File: src/rtl/mdu_seq.sv
// Multi-cycle RV32M multiply/divide sequencer: shift-add multiplier and restoring divider.
// Define MDU_FAST_SPECIAL_EN to finish divide-by-zero and signed-overflow divides straight from IDLE.
module mdu_seq #(
  parameter int WIDTH = 32,
  parameter int CNT_W = 6
) (
  input  logic             clk,
  input  logic             reset,
  input  logic             start,
  input  logic [2:0]       func3,
  input  logic [WIDTH-1:0] op_a,
  input  logic [WIDTH-1:0] op_b,
  input  logic             flush,
  output logic             busy,
  output logic             stall,
  output logic             done,
  output logic [WIDTH-1:0] result
);

  typedef enum logic [2:0] {IDLE, PREP, CALC, FIX, DONE} state_t;

  localparam logic [WIDTH-1:0] MIN_NEG = {1'b1, {(WIDTH-1){1'b0}}};
  localparam logic [WIDTH-1:0] ONES    = {WIDTH{1'b1}};
  localparam logic [CNT_W-1:0] LAST    = CNT_W'(WIDTH - 1);

  state_t           state;
  logic [2:0]       func_q;
  logic [WIDTH-1:0] a_q, b_q;
  logic             sign_a, sign_b;
  logic [WIDTH-1:0] acc;    // product high half / partial remainder
  logic [WIDTH-1:0] lo;     // multiplier / quotient
  logic [WIDTH-1:0] mcand;  // multiplicand / divisor magnitude
  logic [CNT_W-1:0] cnt;

  // Division by zero and signed overflow have architecturally fixed results.
  function automatic logic is_special(input logic [2:0] f, input logic [WIDTH-1:0] a,
                                      input logic [WIDTH-1:0] b);
    return f[2] && ((b == '0) || (!f[0] && a == MIN_NEG && b == ONES));
  endfunction

  function automatic logic [WIDTH-1:0] special_val(input logic [2:0] f,
                                                   input logic [WIDTH-1:0] a,
                                                   input logic [WIDTH-1:0] b);
    if (b == '0) return f[1] ? a : ONES;
    return f[1] ? '0 : MIN_NEG;
  endfunction

  logic             a_signed_op, b_signed_op, neg_a, neg_b;
  logic [WIDTH-1:0] mag_a, mag_b;
  logic [WIDTH:0]   mul_sum, rem_sh;
  logic [WIDTH-1:0] rem_sub;
  logic             rem_ge;
  logic [2*WIDTH-1:0] prod;
  logic [WIDTH-1:0] quot_fix, rem_fix, fix_val;

  // NOTE: every always_comb output gets a default first so no path can infer a latch.
  always_comb begin
    a_signed_op = (func_q == 3'b001) || (func_q == 3'b010) ||
                  (func_q == 3'b100) || (func_q == 3'b110);
    b_signed_op = (func_q == 3'b001) || (func_q == 3'b100) || (func_q == 3'b110);
    neg_a = a_signed_op && a_q[WIDTH-1];
    neg_b = b_signed_op && b_q[WIDTH-1];
    mag_a = neg_a ? -a_q : a_q;
    mag_b = neg_b ? -b_q : b_q;

    mul_sum = {1'b0, acc} + (lo[0] ? {1'b0, mcand} : '0);
    rem_sh  = {acc, lo[WIDTH-1]};
    rem_ge  = rem_sh >= {1'b0, mcand};
    rem_sub = rem_sh[WIDTH-1:0] - mcand;

    prod = {acc, lo};
    if (sign_a ^ sign_b) prod = -prod;
    quot_fix = (sign_a ^ sign_b) ? -lo : lo;
    rem_fix  = sign_a ? -acc : acc;

    if (func_q[2]) begin
      fix_val = func_q[1] ? rem_fix : quot_fix;
      if (is_special(func_q, a_q, b_q)) fix_val = special_val(func_q, a_q, b_q);
    end else begin
      fix_val = (func_q == 3'b000) ? prod[WIDTH-1:0] : prod[2*WIDTH-1:WIDTH];
    end
  end

  assign stall = ((state == IDLE) && start && !flush) || busy;

  // NOTE: state registers use non-blocking assignments so every branch sees pre-edge values.
  always_ff @(posedge clk or posedge reset) begin
    if (reset) begin
      state  <= IDLE;
      func_q <= '0;
      a_q    <= '0;
      b_q    <= '0;
      sign_a <= 1'b0;
      sign_b <= 1'b0;
      acc    <= '0;
      lo     <= '0;
      mcand  <= '0;
      cnt    <= '0;
      busy   <= 1'b0;
      done   <= 1'b0;
      result <= '0;
    end else begin
      done <= 1'b0;
      if (flush && state != IDLE) begin
        state <= IDLE;
        busy  <= 1'b0;
      end else begin
        case (state)
          IDLE: begin
            if (start && !flush) begin
              func_q <= func3;
              a_q    <= op_a;
              b_q    <= op_b;
`ifdef MDU_FAST_SPECIAL_EN
              if (is_special(func3, op_a, op_b)) begin
                result <= special_val(func3, op_a, op_b);
                done   <= 1'b1;
                state  <= DONE;
              end else begin
                busy  <= 1'b1;
                state <= PREP;
              end
`else
              busy  <= 1'b1;
              state <= PREP;
`endif
            end
          end
          PREP: begin
            sign_a <= neg_a;
            sign_b <= neg_b;
            lo     <= mag_a;
            mcand  <= mag_b;
            acc    <= '0;
            cnt    <= '0;
            state  <= CALC;
          end
          CALC: begin
            if (func_q[2]) begin
              acc <= rem_ge ? rem_sub : rem_sh[WIDTH-1:0];
              lo  <= {lo[WIDTH-2:0], rem_ge};
            end else begin
              acc <= mul_sum[WIDTH:1];
              lo  <= {mul_sum[0], lo[WIDTH-1:1]};
            end
            cnt <= cnt + 1'b1;
            if (cnt == LAST) state <= FIX;
          end
          FIX: begin
            result <= fix_val;
            busy   <= 1'b0;
            done   <= 1'b1;
            state  <= DONE;
          end
          DONE: state <= IDLE;
          default: begin
            state <= IDLE;
            busy  <= 1'b0;
          end
        endcase
      end
    end
  end

endmodule

File: config.mk
export PLATFORM = sky130hd
export DESIGN_NAME = mdu_seq
export DESIGN_NICKNAME = d
export VERILOG_FILES = /design/src/rtl/mdu_seq.sv
export SDC_FILE = /design/constraint.sdc
export NUM_CORES = 1
export LEC_CHECK = 0
export ABC_AREA = 1
export CAP_MARGIN = 20
export CORE_UTILIZATION = 40
export CTS_CLUSTER_DIAMETER = 30
export DETAILED_ROUTE_END_ITERATION = 6
export PLACE_DENSITY = 0.56
export SYNTH_ARGS = -nofsm -noshare
export SYNTH_HDL_FRONTEND = slang
export SYNTH_SLANG_ARGS = --single-unit
File: constraint.sdc
create_clock -name clk -period 17.48 [get_ports clk]
set_clock_uncertainty 0.15 [all_clocks]
set_input_delay 3.496 -clock clk [delete_from_list [all_inputs] [get_ports clk]]
set_output_delay 3.496 -clock clk [all_outputs]
set_load 0.05 [all_outputs]
After elaboration in Yosys (flattened, before gate mapping)
Index checks and enable logic that the tools add are counted.

operators by class
  add/sub/neg operators = 8
  order comparisons = 1
  equality and inequality tests = 14
  mux-type cells = 32
  bitwise logic cells = 2
  reductions and logical operators = 30

operators with widths
  operator              number
  $mux 32               16
  $neg 32->32           4
  $pmux 32 s2           2
  $eq 32x32->1 const B  2
  $mux 64               1
  $neg 64->64           1
  $add 32x32->33        1
  $ge 33x32->1          1
  $logic_not 32->1      1
  $sub 32x32->32        1
  $pmux 3 s4            1
  $pmux 6 s2            1
  $reduce_and 2->1      5
  $eq 3x2->1 const B    3
  $eq 3x3->1 const B    3
  $logic_and 1x1->1     9
  $mux 3                3
  $logic_or 1x1->1      7
  $mux 1                7
  $add 6x1->6 const B   1
  $eq 3x1->1 const B    2
  $eq 6x5->1 const B    1
  $logic_not 3->1       2
  $ne 3x1->1 const B    1
  other kinds (10)      11

word-level totals
  flip-flop bits (word level) = 208
  input bits = 71
  output and inout port bits = 35

Logic depth before layout (Yosys ltp)
Gate-level depths: netlist of run 1.

  word-level depth = 10
  gate-level depth with buffers = 21

Worst setup path after synthesis of run 1
Ideal clock, no wire load.

  kind = input -> output
  start = in start
  end = out stall
  data arrival time = 4702 ps
  data required time = 13834 ps
  path slack = 9132 ps
  cell stages on the path = 6
  cells stage by stage = inv_1 -> nor2_1 -> nand2_1 -> clkbuf_1 -> clkbuf_1 -> nand2_1

on the way
  longest elaborated chain between the ends = 3

RTL lines
  item                            RTL line  source
  start, declared                 9         input logic start,
  $logic_and 1x1->1 (2 in a row)  84        assign stall = ((state == IDLE) && start && !flush) || busy;
  $logic_or 1x1->1                84
  end, declared                   15        output logic stall,

Every way passes these cells.

Worst setup path after layout of run 1
  start = in flush
  end = out stall

on the way
  longest elaborated chain between the ends = 3

RTL lines
  item               RTL line  source
  start, declared    13        input logic flush,
  $logic_not 1->1    84
  $logic_and 1x1->1  84
  $logic_or 1x1->1   84

Every way passes these cells.

==> results of run 1 <==
-- final cells by class --
type	count	area share (%)
clock inverter	20	1.03
tap	664	3.52
clock buffer	85	7.04
inverter	415	6.63
sequential	208	22.0
multi-input combinational	2697	54.5
timing repair buffer	127	5.20
-- kinds of logic (layout without fill, tap and decap cells) --
| kind of cell | Yosys count | after routing | synth area share [%] |
|---|---|---|---|
| xor+xnor | 67 | 67 | 2.92 |
| flops | 208 | 208 | 25.9 |
| simple gates | 2076 | 2076 | 43.2 |
| mux | 9 | 9 | 0.504 |
| fa+ha+maj | 72 | 72 | 4.55 |
| buf+inv | 531 | 647 | 10.2 |
| compound gates | 473 | 473 | 12.8 |
-- flip-flops by register name, summed over array words and instances, names as in the netlist --
name	count
result	32
state	3
func_q	3
acc	32
sign_a	1
done	1
b_q	32
cnt	6
a_q	32
sign_b	1
busy	1
lo	32
mcand	32
-- layer usage --
metal | routed length [µm] | global-route usage, %
met1 | 41900 | 52.2
met2 | 35700 | 49.2
met3 | 9350 | 8.46
met4 | 2430 | 9.96
met5 | 11 | 0
-- layout by cell type, fill, tap and decap left out, types with 4 or more instances in the layout --
master           count
nor2_4               9
o211ai_1            25
nand3_2              6
o21ai_0            163
ha_1                70
a21oi_1            190
buf_4               21
nor2_1             422
inv_1              391
mux2_2               9
inv_2               18
o21bai_1            10
clkbuf_16           57
nor4_1               7
clkinv_2            13
clkbuf_8            13
nand2_4              4
nand2_1           1157
dfrtp_1            207
a31oi_1             31
clkbuf_1            15
nand4_1             54
nand3_1            336
xnor2_1             14
o31ai_1              4
xor2_1              53
o21ai_1             25
nand2_2              6
clkinv_1             4
nor2_2              12
or2_2                5
o21a_1               4
nand3b_1            21
clkdlybuf4s50_1    105
nor3_1              28
a22oi_1             11
-- metrics by stage --
stage          cells  instance area (µm²)
3_5_place_dp    4110                21700
6_report        4216                23600
3_3_place_gp    4110                21700
4_1_cts         4215                23600
5_1_grt         4216                23600
2_1_floorplan   3436                20100
-- worst min-delay path, stage by stage, from the launching register on --
cell	delay, ns
dfrtp_1	0.33
nand2_1	0.05
nand2_1	0.05
-- path summary, 6_finish.rpt --
check	to	slack, ns
min reg2reg	result[2]$_DFFE_PP0P_	0.32
max reg2reg	acc[29]$_DFFE_PP0P_	13.43
max	stall	8.13
min	result[2]$_DFFE_PP0P_	0.32
min in group asynchronous	a_q[12]$_DFFE_PP0P_	3.18
max in group asynchronous	func_q[2]$_DFFE_PP0P_	12.56
-- power groups by stage --
stage	Clock [mW]	Sequential (mW)	Combinational, mW
2_1_floorplan	0	1.01	2.21
3_3_place_gp	0	1.08	3.20
3_5_place_dp	0	1.09	3.23
4_1_cts	1.02	1.08	3.24
5_1_grt	1.05	1.12	3.67
6_report	1.01	1.11	3.32
==> impl_metrics.csv, run 1 <==
group,metric,value,unit
clocking,cts.repair.resized,0,
global_route,grt_overflow,0,
synthesis,synth_edf_count,0,
placed_design,io_buffers,105,
sta,final_max_slew_viol_count,0,
setup_path,reg2reg_from,"lo[0]$_DFFE_PP0P_",
detailed_routing,num_vias,23500,
synthesis,synth-seq-area-share,25.9,%
global_route,grt_pass1_vias,21700,
synthesis,yosysTopAreaCell,"dfrtp_1",
sta,tns,0,ns
sta,worst_pin_slew,1.08,ns
final_layout,fillerInstances,5360,
die,die_w,226,µm
hold_path,hold_depth,2,
final_layout,final_nets,3649,
placed_design,place_ws,8.12,ns
die,rows,81,
placed_design,gp_congestion,1.05,
sta,worst_slack,8.13,ns
die,die_area,51200,µm²
setup_path,cp_num_cells,5,
power,intPower,2.39,mW
clocking,cts_tree,"yes",
sta,grt_setup_unrepaired,"false",
clocking,cts.sink_count,208,
run_status,status,"finished clean",
synthesis,yosysTopAreaCellShare,25.9,%
setup_path,critPathMaxStageDelay,0.81,ns
sta,fin_crit_sh,53.5,%
power,p_switching,3.05,mW
power,p_seq_share,20.3,%
power,ir_drop,116,µV
detailed_routing,first_iter_violations,2573,
sta,finalHoldViolCount,0,
power,combPwrFrac,61.1,%
synthesis,yosys-top-cells-count,"nand2_1, nor2_1, inv_1, nand3_1, dfrtp_1",
global_route,grt_pass1_wl,133,mm
setup_path,r2r_cells,20,
power,p_sw_share,56.1,%
clocking,hold_buffers,0,
global_route,track_usage,35.0,%
clocking,cts-root-buf,"clkbuf_16",
synthesis,synthDistinctLibCells,50,
job,maxCapViolCount,0,
sta,layout_min_cycle_time,9.35,ns
final_layout,syn2layout_area_growth,17.4,%
synthesis,syn-num-nets,3579,
global_route,grt_max_degree,80,
setup_path,cp_top_family,"buffers and inverters",
power,clkPwrFrac,18.6,%
setup_path,crit_start,"flush",
final_layout,n_antenna_cell,0,
hold_path,min-delay-path-class,"reg -> reg",
detailed_routing,remaining_drc_errors,0,
clocking,cts_setup_buffers,0,
synthesis,syn_area,20100,µm²
sta,relSlewSlack,27.3,%
detailed_routing,routed_wl,89.4,mm
final_layout,final_util,47.9,%
setup_path,path_cells,"clkdlybuf4s50_1 -> nor2_1 -> nand2_4 -> nand2_1 -> clkdlybuf4s50_1",
synthesis,ys_ff_latch,208,
sta,finalSetupViolCount,0,
clocking,clock_latency,0.61,ns
setup_path,start_kind,"input pin",
clocking,clk_pin_slew,0.04,ns
setup_path,crit_arrival,5.71,ns
sta,fmax,107,MHz
synthesis,async_reset_ff_share,100,%
detailed_routing,drt-wirelength-per-cell,21.2,µm
clocking,htreeDepth,2,
synthesis,yosysWarnings,0,
die,die_h,226,µm
setup_path,crit_type,"in -> out",
die,initial_core_util,40.8,%
final_layout,multiInputGateArea,12900,µm²
sta,hold_ws,0.320,ns
clocking,clock_path_buffers,3,
synthesis,synth_most_common_cell,"nand2_1",
final_layout,regArea,5210,µm²
die,core,49300,µm²
setup_path,crit_required,13.83,ns
synthesis,syn_inst,3436,
placed_design,dp_hpwl,69.0,mm
synthesis,yosys_most_used_dff,"dfrtp_1",
setup_path,critPathBufInv,2,
synthesis,syn_area_per_cell,5.85,µm²
setup_path,cp-end-kind,"output port",
hold_path,min_from,"result[2]$_DFFE_PP0P_",
global_route,antenna_found_initial,2,
power,powerDensity,230,nW/µm²
setup_path,cp_max_fo,64,
clocking,numCtsBuffers,57,
final_layout,drive_gt1_share,5.29,%
synthesis,synthTopCellsByArea,"dfrtp_1, nand2_1, nand3_1, nor2_1, inv_1",
power,p_leak,12.0,nW
detailed_routing,vias_per_cell,5.58,
detailed_routing,ant_nets,0,
setup_path,worst_path_most_repeated_cell,"clkdlybuf4s50_1",
setup_path,slowest_stage,"clkdlybuf4s50_1",
detailed_routing,dr.pass1.iters,6,
die,ios,106,
power,p_total,5.44,mW
Note: power is estimated with default switching activity, not from simulation.
==> run 2, diff against run 1 <==
--- a/config.mk
+++ b/config.mk
@@ -10,7 +10,7 @@
 export CORE_UTILIZATION = 40
 export CTS_CLUSTER_DIAMETER = 30
 export DETAILED_ROUTE_END_ITERATION = 6
-export PLACE_DENSITY = 0.56
+export PLACE_DENSITY = 0.58
 export SYNTH_ARGS = -nofsm -noshare
 export SYNTH_HDL_FRONTEND = slang
 export SYNTH_SLANG_ARGS = --single-unit
==> constraint.sdc (replaced) <==
create_clock -name clk -period 8.6 [get_ports clk]
set_clock_uncertainty 0.15 [all_clocks]
set_input_delay 1.72 -clock clk [delete_from_list [all_inputs] [get_ports clk]]
set_output_delay 1.72 -clock clk [all_outputs]
set_load 0.05 [all_outputs]
==> impl_metrics.csv, run 2 (synthesis results as in run 1) <==
group,metric,value,unit
detailed_routing,ant_nets,0,
run_status,status,"finished clean",
hold_path,min-delay-path-class,"reg -> reg",
placed_design,io_buffers,105,
clocking,cts.sink_count,208,
clocking,clock_latency,0.62,ns
hold_path,hold_depth,2,
hold_path,worstHoldEndpoint,"result[4]$_DFFE_PP0P_",
placed_design,gp_congestion,1.00,
sta,finalSetupViolCount,0,
global_route,grt_overflow,0,
global_route,antenna_found_initial,0,
clocking,cts_tree,"yes",
power,p_total,11.5,mW
final_layout,mostFrequentLayoutCell,"nand2_1",
final_layout,final_util,48.7,%
final_layout,drive_gt1_share,5.81,%
job,maxCapViolCount,0,
clocking,clock_path_buffers,3,
detailed_routing,routed_wl,90.6,mm
setup_path,r2r_cells,15,
sta,layout_min_cycle_time,5.79,ns
die,initial_core_util,40.8,%
setup_path,crit_arrival,3.92,ns
sta,tns,0,ns
power,powerDensity,479,nW/µm²
die,rows,81,
detailed_routing,remaining_drc_errors,0,
detailed_routing,dr.pass1.iters,6,
placed_design,place_ws,2.80,ns
sta,relSlewSlack,22.5,%
die,core,49300,µm²
detailed_routing,vias_per_cell,5.57,
setup_path,cp-end-kind,"output port",
die,die_h,226,µm
placed_design,dp_hpwl,69.7,mm
final_layout,final_nets,3654,
setup_path,worstReg2RegEnd,"result[4]$_DFFE_PP0P_",
sta,worst_pin_slew,1.15,ns
final_layout,layoutNonFillerInstCount,4227,
final_layout,syn2layout_area_growth,19.3,%
placed_design,placed_cell_area,21700,µm²
final_layout,layout_common_cells,"nand2_1, nor2_1, inv_1",
sta,final_max_slew_viol_count,0,
setup_path,start_kind,"input pin",
clocking,clk_pin_slew,0.04,ns
sta,grt_setup_unrepaired,"false",
setup_path,crit_type,"in -> out",
clocking,cts.repair.resized,0,
global_route,grt_pass1_wl,134,mm
final_layout,n_antenna_cell,0,
global_route,track_usage,35.2,%
detailed_routing,num_vias,23500,
detailed_routing,first_iter_violations,2817,
clocking,cts-root-buf,"clkbuf_16",
detailed_routing,drt-wirelength-per-cell,21.4,µm
sta,finalHoldViolCount,0,
clocking,cts_setup_buffers,0,
setup_path,r2r_slack,4.68,ns
setup_path,cp_max_fo,66,
die,die_w,226,µm
sta,fin_crit_sh,67.3,%
setup_path,reg2reg_from,"sign_a$_DFFE_PP0P_",
placed_design,placed_cells,4112,
sta,worst_slack,2.81,ns
clocking,numCtsBuffers,60,
power,p_leak,12.2,nW
clocking,hold_buffers,0,
clocking,htreeDepth,2,
hold_path,min_from,"result[4]$_DFFE_PP0P_",
global_route,grt_max_degree,138,
global_route,grt_pass1_vias,21400,
die,die_area,51200,µm²
die,ios,106,
sta,hold_ws,0.323,ns
sta,fmax,173,MHz
final_layout,postLayoutCellArea,24000,µm²
setup_path,crit_required,6.73,ns
power,ir_drop,272,µV
-- run 2: changes by cell type in the layout (fill, tap and decap cells not counted), sizes merged --
cell / change
buf: +2
bufinv: +9
clkbuf: -6
clkinv: +4
clkinvlp: +1
inv: +1
-- run 2: how the worst max path moves through the flow --
stage,cells after the start,to,from
finish,5,stall,flush
global placement,5,stall,flush
floorplan,1,a_q[0]$_DFFE_PP0P_,reset
global route,5,stall,flush
detailed placement,5,stall,flush
CTS,5,stall,flush
-- run 2: cell type report --
type	instances	area (µm²)
sequential	208	5210
clock buffer	79	1690
fill	5276	25300
inverter	415	1570
timing repair buffer	129	1270
multi-input combinational	2697	12900
clock inverter	35	542
tap	664	831
-- run 2: power breakdown --
group          switching [mW]  internal [mW]  total, mW
clock                   0.704           1.73       2.43
sequential              0.813           1.42       2.24
combinational            4.80           2.03       6.83
-- run 2: critical path: stages --
cell             delay (ns)
clkdlybuf4s50_1        0.54
nor2_1                 0.28
nand2_4                0.38
nand2_1                0.17
clkdlybuf4s50_1        0.81
-- run 2: metal layers --
| metal | up-vias | share of wire [%] | GRT usage [%] |
|---|---|---|---|
| li1 | 11200 | - | - |
| met1 | 11000 | 47 | 53.1 |
| met2 | 1147 | 40 | 48.8 |
| met3 | 153 | 10 | 7.09 |
| met4 | 0 | 3.4 | 12.5 |
| met5 | - | 0 | 0 |
==> run 3, diff against run 2 <==
==> constraint.sdc (replaced) <==
create_clock -name clk -period 4.85 [get_ports clk]
set_clock_uncertainty 0.15 [all_clocks]
set_input_delay 0.97 -clock clk [delete_from_list [all_inputs] [get_ports clk]]
set_output_delay 0.97 -clock clk [all_outputs]
set_load 0.05 [all_outputs]
==> impl_metrics.csv, run 3 (synthesis results as in run 1) <==
group,metric,value,unit
placed_design,placed_cells,4130,
setup_path,cp-end-kind,"register",
detailed_routing,remaining_drc_errors,0,
power,ir_drop,484,µV
global_route,antenna_found_initial,0,
final_layout,layout_common_cells,"nand2_1, nor2_1, inv_1",
die,initial_core_util,40.8,%
detailed_routing,vias_per_cell,5.59,
placed_design,io_buffers,105,
sta,finalHoldViolCount,0,
global_route,grt_max_degree,76,
setup_path,path_cells,"ha_1 -> a21oi_1 -> o21ai_0 -> a21oi_1 -> nand2_1 -> nor2_2 -> nand2_4 -> nor2_2 -> nand2_1 -> nand3b_1 -> o21ai_0",
global_route,grt_overflow,0,
global_route,grt_pass1_vias,21600,
final_layout,final_nets,3668,
clocking,clock_latency,0.63,ns
final_layout,layoutNonFillerInstCount,4238,
final_layout,drive_gt1_share,6.18,%
sta,worst_pin_slew,1.10,ns
setup_path,critPathBufInv,0,
die,die_w,226,µm
setup_path,cp_max_fo,20,
die,die_h,226,µm
detailed_routing,drt-wirelength-per-cell,21.4,µm
setup_path,crit_required,5.15,ns
clocking,cts.sink_count,208,
final_layout,regArea,5210,µm²
final_layout,multiInputGateArea,12900,µm²
clocking,cts.repair.resized,0,
die,rows,81,
clocking,clock_path_buffers,3,
run_status,status,"finished clean",
hold_path,min-delay-path-class,"reg -> reg",
clocking,cts_tree,"yes",
setup_path,crit_type,"reg -> reg",
sta,fin_crit_sh,72.8,%
setup_path,start_kind,"register",
sta,layout_min_cycle_time,3.53,ns
job,maxCapViolCount,0,
placed_design,gp_congestion,1.05,
sta,final_max_slew_viol_count,0,
placed_design,dp_hpwl,71.7,mm
clocking,hold_buffers,0,
placed_design,place_ws,1.47,ns
setup_path,crit_arrival,3.83,ns
die,die_area,51200,µm²
die,core,49300,µm²
global_route,grt_pass1_wl,134,mm
detailed_routing,first_iter_violations,2609,
power,powerDensity,839,nW/µm²
detailed_routing,ant_nets,0,
global_route,track_usage,35.2,%
sta,finalSetupViolCount,0,
detailed_routing,dr.pass1.iters,7,
clocking,numCtsBuffers,57,
die,ios,106,
setup_path,slowest_stage,"nor2_2",
clocking,clk_pin_slew,0.04,ns
detailed_routing,routed_wl,90.7,mm
sta,worst_slack,1.32,ns
clocking,cts_setup_buffers,0,
clocking,htreeDepth,2,
sta,fmax,283,MHz
sta,grt_setup_unrepaired,"false",
final_layout,fillerInstances,5328,
sta,relSlewSlack,25.6,%
detailed_routing,num_vias,23700,
final_layout,n_antenna_cell,0,
setup_path,critPathMaxStageDelay,0.83,ns
final_layout,syn2layout_area_growth,18.9,%
clocking,cts-root-buf,"clkbuf_16",
final_layout,mostFrequentLayoutCell,"nand2_1",
sta,tns,0,ns
setup_path,cp_top_family,"simple AND/OR/NAND/NOR gates",
power,p_leak,12.2,nW
## run 3: path summary, 6_finish.rpt
kind	slack, ns	depth (start not counted)	endpoint	from
worst min-delay path	0.32	2	result[0]$_DFFE_PP0P_	result[0]$_DFFE_PP0P_
min in group asynchronous	0.73	2	a_q[6]$_DFFE_PP0P_	reset
max in group asynchronous	3.01	3	acc[27]$_DFFE_PP0P_	reset
worst min register to register	0.32	2	result[0]$_DFFE_PP0P_	result[0]$_DFFE_PP0P_
worst max-delay path	1.32	11	acc[4]$_DFFE_PP0P_	acc[29]$_DFFE_PP0P_
worst max register to register	1.32	11	acc[4]$_DFFE_PP0P_	acc[29]$_DFFE_PP0P_
## run 3: power breakdown
part           switching [mW]  internal, mW
sequential               1.28          2.53
clock                    1.23          2.72
combinational            8.65          3.67
total                    11.2          8.92
## run 3: cell type report
cell class / count / share of cell area, %
sequential: 208 / 21.8
inverter: 415 / 6.53
tap: 664 / 3.47
clock inverter: 36 / 1.92
clock buffer: 72 / 6.62
multi-input combinational: 2697 / 53.8
timing repair buffer: 146 / 5.88
## run 3: worst min-delay path: stages (launching register included)
cell	delay, ns
dfrtp_1	0.33
nand2_1	0.05
nand2_1	0.05
## run 3: per-stage QoR
| step | hold slack (ns) | utilization, % | power (mW) | area [µm²] |
|---|---|---|---|---|
| 5_1_grt | 0.345 | 48.6 | 21.4 | 23900 |
| 3_3_place_gp | 0.313 | 44.4 | 15.7 | 21900 |
| 4_1_cts | 0.329 | 48.6 | 19.7 | 23900 |
| 3_5_place_dp | 0.317 | 44.4 | 15.7 | 21900 |
| 2_1_floorplan | 0.321 | - | 11.6 | 20100 |
| 6_report | 0.322 | 48.6 | 20.1 | 23900 |
## run 3: routing by layer
metal  up-vias  GRT usage (%)  routed length (µm)
met5         -              0                   0
met4         0           11.0                2780
met3       146           9.60                9880
met2      1189           49.1               36200
met1     11100           51.8               41800
li1      11200              -                   -
